`src/rtl/pin_sched_if.sv`:
```
// Requester-side bundle for pin_sched: per-requester request, compressed data, pin mask and grant ack.
// IO_PINS falls back to 16 when the codebase-wide macro has not been defined earlier in the build.
`ifndef IO_PINS
`define IO_PINS 16
`endif

interface pin_sched_if #(
  parameter int NREQ = 4,
  parameter int PINS = `IO_PINS
);
  logic [NREQ-1:0]      req;
  logic [NREQ*PINS-1:0] data;
  logic [NREQ*PINS-1:0] mask;
  logic [NREQ-1:0]      ack;

  modport master (output req, data, mask, input ack);
  modport slave  (input req, data, mask, output ack);
endinterface

```
`src/rtl/pin_sched.sv`:
```
// pin_sched: round-robin share of one pin_decompress among NREQ requesters, merged into a held pin register.
// PIN_SCHED_PIPE_EN adds a grant register stage (pins_out/upd_* latency 2 instead of 1); ack stays combinational.
`ifndef IO_PINS
`define IO_PINS 16
`endif

module pin_decompress #(
  parameter int PINS = `IO_PINS
) (
  input  logic [PINS-1:0] i_data,
  input  logic [PINS-1:0] i_mask,
  output logic [PINS-1:0] o_exp
);
  localparam int IW = $clog2(PINS);

  logic [IW-1:0] w_idx;

  // Compressed bit k lands on the k-th set mask bit counting from pin 0.
  always_comb begin
    o_exp = '0;
    w_idx = '0;
    for (int j = 0; j < PINS; j++) begin
      if (i_mask[j]) begin
        o_exp[j] = i_data[w_idx];
        w_idx    = w_idx + IW'(1);
      end
    end
  end
endmodule

module pin_sched #(
  parameter  int NREQ = 4,
  localparam int IDW  = (NREQ > 1) ? $clog2(NREQ) : 1
) (
  input  logic                clk,
  input  logic                rst_n,
  pin_sched_if.slave          io_bus,
  output logic [`IO_PINS-1:0] o_pins_out,
  output logic                o_upd_valid,
  output logic [IDW-1:0]      o_upd_id
);
  localparam int PINS = `IO_PINS;
  localparam int CW   = IDW + 1;

  logic [IDW-1:0]  r_ptr;
  logic [CW-1:0]   w_cand;
  logic            w_gnt_vld;
  logic [IDW-1:0]  w_gnt_id;
  logic [PINS-1:0] w_win_dat;
  logic [PINS-1:0] w_win_msk;

  logic            w_upd_vld;
  logic [PINS-1:0] w_upd_dat;
  logic [PINS-1:0] w_upd_msk;
  logic [IDW-1:0]  w_upd_id;
  logic [PINS-1:0] w_exp;

  logic [PINS-1:0] r_pins;
  logic            r_upd_vld;
  logic [IDW-1:0]  r_upd_id;

  // Walk from the farthest candidate back to ptr so the nearest requester is the last one assigned.
  always_comb begin
    w_gnt_vld = 1'b0;
    w_gnt_id  = '0;
    w_cand    = '0;
    for (int off = NREQ - 1; off >= 0; off--) begin
      w_cand = {1'b0, r_ptr} + CW'(off);
      if (w_cand >= CW'(NREQ)) begin
        w_cand = w_cand - CW'(NREQ);
      end
      if (io_bus.req[w_cand[IDW-1:0]]) begin
        w_gnt_vld = 1'b1;
        w_gnt_id  = w_cand[IDW-1:0];
      end
    end
  end

  always_comb begin
    io_bus.ack = '0;
    if (w_gnt_vld && rst_n) begin
      io_bus.ack[w_gnt_id] = 1'b1;
    end
  end

  assign w_win_dat = io_bus.data[int'(w_gnt_id)*PINS +: PINS];
  assign w_win_msk = io_bus.mask[int'(w_gnt_id)*PINS +: PINS];

  always_ff @(posedge clk or negedge rst_n) begin
    if (!rst_n) begin
      r_ptr <= '0;
    end else if (w_gnt_vld) begin
      r_ptr <= (w_gnt_id == IDW'(NREQ - 1)) ? '0 : w_gnt_id + IDW'(1);
    end
  end

`ifdef PIN_SCHED_PIPE_EN
  logic            r_pipe_vld;
  logic [PINS-1:0] r_pipe_dat;
  logic [PINS-1:0] r_pipe_msk;
  logic [IDW-1:0]  r_pipe_id;

  // Grant stage: the winner is frozen here so decompress starts from a register.
  always_ff @(posedge clk or negedge rst_n) begin
    if (!rst_n) begin
      r_pipe_vld <= 1'b0;
      r_pipe_dat <= '0;
      r_pipe_msk <= '0;
      r_pipe_id  <= '0;
    end else begin
      r_pipe_vld <= w_gnt_vld;
      if (w_gnt_vld) begin
        r_pipe_dat <= w_win_dat;
        r_pipe_msk <= w_win_msk;
        r_pipe_id  <= w_gnt_id;
      end
    end
  end

  assign w_upd_vld = r_pipe_vld;
  assign w_upd_dat = r_pipe_dat;
  assign w_upd_msk = r_pipe_msk;
  assign w_upd_id  = r_pipe_id;
`else
  assign w_upd_vld = w_gnt_vld;
  assign w_upd_dat = w_win_dat;
  assign w_upd_msk = w_win_msk;
  assign w_upd_id  = w_gnt_id;
`endif

  pin_decompress #(.PINS(PINS)) u_decomp (
    .i_data (w_upd_dat),
    .i_mask (w_upd_msk),
    .o_exp  (w_exp)
  );

  // Unmasked pins hold; an empty mask still reports an update.
  always_ff @(posedge clk or negedge rst_n) begin
    if (!rst_n) begin
      r_pins    <= '0;
      r_upd_vld <= 1'b0;
      r_upd_id  <= '0;
    end else begin
      r_upd_vld <= w_upd_vld;
      if (w_upd_vld) begin
        r_pins   <= (r_pins & ~w_upd_msk) | w_exp;
        r_upd_id <= w_upd_id;
      end
    end
  end

  assign o_pins_out  = r_pins;
  assign o_upd_valid = r_upd_vld;
  assign o_upd_id    = r_upd_id;
endmodule

```
`src/flat_wrapper.sv`:
```
// flat-port wrapper written by rule: the top's interface ports become plain ports
module pin_sched_flat 
#(
  parameter  int NREQ = 4,
  localparam int IDW  = (NREQ > 1) ? $clog2(NREQ) : 1
)
  (clk, rst_n, o_pins_out, o_upd_valid, o_upd_id, io_bus_req, io_bus_data, io_bus_mask, io_bus_ack);
  pin_sched_if #(.NREQ(NREQ), .PINS((`IO_PINS))) io_bus_i ();
  input  logic clk;
  input  logic rst_n;
  output logic [`IO_PINS-1:0] o_pins_out;
  output logic o_upd_valid;
  output logic [IDW-1:0] o_upd_id;
  input wire logic [$bits(io_bus_i.req)-1:0] io_bus_req;
  input wire logic [$bits(io_bus_i.data)-1:0] io_bus_data;
  input wire logic [$bits(io_bus_i.mask)-1:0] io_bus_mask;
  output wire logic [$bits(io_bus_i.ack)-1:0] io_bus_ack;
  assign io_bus_i.req = io_bus_req;
  assign io_bus_i.data = io_bus_data;
  assign io_bus_i.mask = io_bus_mask;
  assign io_bus_ack = io_bus_i.ack;
  pin_sched #(.NREQ(NREQ)) u_core (.clk(clk), .rst_n(rst_n), .io_bus(io_bus_i), .o_pins_out(o_pins_out), .o_upd_valid(o_upd_valid), .o_upd_id(o_upd_id));
endmodule
```
`config.mk`:
```
export PLATFORM = sky130hd
export DESIGN_NAME = pin_sched_flat
export DESIGN_NICKNAME = d
export VERILOG_FILES = /design/src/rtl/pin_sched_if.sv /design/src/rtl/pin_sched.sv /design/src/flat_wrapper.sv
export SDC_FILE = /design/constraint.sdc
export NUM_CORES = 1
export LEC_CHECK = 0
export ABC_AREA = 1
export CAP_MARGIN = 20
export CORE_MARGIN = 10
export CORE_UTILIZATION = 50
export CTS_CLUSTER_SIZE = 14
export DETAILED_ROUTE_END_ITERATION = 12
export PLACE_DENSITY_LB_ADDON = 0.05
export SYNTH_ARGS = -nofsm -noshare
export SYNTH_HDL_FRONTEND = slang
export SYNTH_SLANG_ARGS = --single-unit
```
`constraint.sdc`:
```
create_clock -name clk -period 10.65 [get_ports clk]
set_input_delay 3.195 -clock clk [delete_from_list [all_inputs] [get_ports clk]]
set_output_delay 3.195 -clock clk [all_outputs]
set_load 0.01 [all_outputs]
```
==> results.md <==
- finished clean — result of the run
- 2 — CTS max path bufs
- 993 — Post-Synthesis Cells
- 10.89 ns — endpoint required time on the critical path
- 6 — number of optimization iterations in the first detailed-route pass
- 0 — Post-synth EDFFs
- input port to flop — CP Class
- 125.3 µm — Die H
- 5.699 — post-detailed-route via-to-cell ratio
- flop to flop — Hold Path Class
- 0.28 ns — max incr delay on CP
- input port — sort of element at the start of the critical path
- 51 — Netlist cell types
- 35,910 µm — global-route wire length before repair
- 3 — Num CTS Buffers
- 0.29 ns — clock latency reported for the late side of the worst-skew pair
- 100.0% — Post-synth ARST share
- 0 — Diodes inserted
- 0.9626 ns — Least-Margin Pin Slew
- 0.004585 ns — final worst clock skew
- yes — TritonCTS clock tree
- ha_4 — critical-path cell with the highest stage delay
- 96.62% — part of the cycle the worst path needs
- 0 — number of nets with antenna violations after detailed routing
- 97.18 MHz — Max Clk Rate
- 21.61% — fraction of layout cells with a size suffix above 1
- 5.578 µm² — Synth Area per Inst
- 17.17 µm — wire per inst
- 17,490 µm — DP HPWL
- 22,900 µm — drt total wl
- 10.29 ns — final period demand of the worst path
- 0.01084 mm² — core area
- 0 — DRC violation count after routing
- 46.94% — Area Overhead vs Synth
- 21 — number of sinks driven by the clock tree
- 51.10% — starting utilization of the core area
- 883 — DRT iter0 DRCs
- 2 — number of stages on the worst hold path
- dfrtp_1 — commonest register cell after synthesis
- 0 — Synthesis Warnings
- 10.53 ns — data arrival time of the critical path
- 2.64 ns — setup slack, reg-to-reg
- 26.94% — overall track demand over capacity in global routing
- 0 — antenna violations before repair
- 9.487% — sequential share of the synthesized area
- 0 — global route total overflow
- clkbuf_8 — buffer type at the clock tree root
- met4 — uppermost layer routed
- 1,144 — post-synthesis net count
- 11,110 µm — amount of wire on met2 after detailed routing
- 1 — number of levels in the clock H-tree
- 0.005539 mm² — netlist area before placement
- 35.82% — relative slew slack
- 47 — maximum number of pins on one net before global-route repair
- 59 — Register-to-Register Path Depth
- 7,082 — number of global-route vias before repair
- 38 — placement row count
- 1,346 — post-layout net count
- 0.4789 ns — Min Hold Slack
- 0 — Fin. Hold Viols
- 0 — final count of pins violating max slew
- 156 — number of port buffers
- nand2_4 — cell type with the highest occurrence count on the critical path
- 125.3 µm — Die Span X
- 0 — max_cap viols
- 1969 µm — length of routed met3 wiring
- 0.9199 — final estimated routing congestion in global placement
- 7,603 — Via Count
- 8 — Max FO, Critical Path
- 0 — Final Setup Violations
- 9250 µm — Routed met1 length
- 0 — number of hold-repair buffers added at the cts stage
- flop — Crit. End Element
- 21 — flops & latches, synth
- 157 — Top Ports
- 0.10 ns — clock-pin transition on the worst setup and hold timing paths
- 0.01569 mm² — full die area
## per-layer routing
layer	track usage [%]	up-vias
met4	7.114	0
li1	-	3736
met3	3.929	52
met1	33.60	3421
met2	47.18	394
met5	0	-
## critical path, delay by kind of cell
kind / cells / cell delay [ns]
adder cells (fa/ha/maj): 13 / 3.03
AND/OR/NAND/NOR: 34 / 2.93
XOR/XNOR: 1 / 0.23
buffers and inverters: 7 / 0.62
AO/OA/AOI/OAI: 3 / 0.46
## what timing repair did
action / 4_1_cts / 5_1_grt
endpoints found under the setup margin: 2 / 3
pin swaps: 12 / 35
gates resized for setup: 17 / 32
buffers inserted: 2 / 7
## per-stage QoR
step / worst slack, ns / instance area [µm²] / instances / util, % / setup TNS, ns
4_1_cts: 0.03547 / 7986 / 1327 / 73.67 / 0
5_1_grt: -0.04008 / 8139 / 1334 / 75.08 / -0.04008
2_1_floorplan: 0.0009521 / 5768 / 993 / - / 0
3_5_place_dp: -0.4133 / 7865 / 1321 / 72.55 / -0.7516
6_report: 0.3595 / 8139 / 1334 / 75.08 / 0
3_3_place_gp: -0.2426 / 7865 / 1321 / 72.55 / -0.3487
## cells by family after synthesis
family	after synthesis	synth area share (%)
multiplexers	5	1.016
AND/OR/NAND/NOR	569	50.10
buffers and inverters	157	11.52
XOR/XNOR	1	0.1581
adder cells (fa/ha/maj)	17	3.840
AO/OA/AOI/OAI	223	23.88
flip-flops	21	9.487
## layout make-up
class                   instances  area [µm²]
inverters                     115       439.2
repair buffers                239        2206
fillers                       950        2701
multi-input cells             815        4747
clock buffers                   3       41.29
flip-flops and latches         21       525.5
clock inverters                 1       5.005
well taps                     140       175.2
## worst paths after layout
check | startpoint | endpoint
worst max-delay path | io_bus_req[0] | flop
worst min-delay path | u_core.o_upd_id[1] | u_core.o_upd_id[1]
worst max register to register | u_core.r_ptr[0] | flop
worst min register to register | u_core.o_upd_id[1] | u_core.o_upd_id[1]
max in group asynchronous | rst_n | asynchronous set/reset pin
min in group asynchronous | rst_n | u_core.o_upd_valid
## synth_stat cells, types with 2 or more instances
cell | number | area, µm²
inv_2 | 16 | 60.06
nand3b_2 | 2 | 22.52
clkinv_1 | 3 | 11.26
nor2_4 | 2 | 22.52
nand3_1 | 117 | 585.6
o32a_1 | 7 | 70.07
a21oi_1 | 56 | 280.3
nand3b_1 | 9 | 67.56
o211ai_1 | 16 | 120.1
clkbuf_1 | 21 | 78.83
inv_1 | 95 | 356.6
nand2_1 | 278 | 1044
ha_1 | 17 | 212.7
buf_4 | 2 | 15.01
o21ai_0 | 97 | 485.5
or2_2 | 2 | 12.51
mux2_2 | 5 | 56.30
a21boi_1 | 2 | 15.01
a31oi_1 | 4 | 25.02
buf_6 | 4 | 45.04
nor2_2 | 2 | 12.51
nor3_1 | 3 | 15.01
o21ai_1 | 6 | 30.03
nand2_4 | 19 | 214.0
o311ai_0 | 3 | 26.28
nand2_2 | 48 | 300.3
a32o_1 | 4 | 40.04
buf_2 | 7 | 35.03
nand3_2 | 18 | 180.2
o22ai_1 | 7 | 43.79
a21o_1 | 2 | 15.01
a32oi_1 | 9 | 78.83
nand3_4 | 2 | 35.03
buf_1 | 8 | 30.03
dfrtp_1 | 21 | 525.5
nand4_1 | 3 | 18.77
nor2_1 | 62 | 232.7
## cell usage in the layout, fill, tap and decap left out, types with 3 or more instances in the layout
cell type	n
a32oi_1	9
nor2_4	4
mux2_2	5
nor3_1	3
buf_4	80
inv_1	87
o211ai_1	16
clkbuf_8	3
a21oi_1	56
inv_4	3
o22ai_1	7
nand2_1	257
a31oi_1	4
nand2_4	33
nand3_4	6
ha_1	7
o21ai_2	5
nand4_1	3
nor2_1	62
o311ai_0	3
nand3_2	19
clkinv_1	3
buf_6	3
inv_2	22
o32a_1	7
nand3b_1	9
nand3_1	112
clkdlybuf4s50_1	152
dfrtp_1	21
nand2_2	53
o21ai_0	97
ha_4	10
a32o_1	4
Power is left out: the tool's default activity adds up to more than one toggle a clock period on the data nets, which glitch-free logic cannot reach.
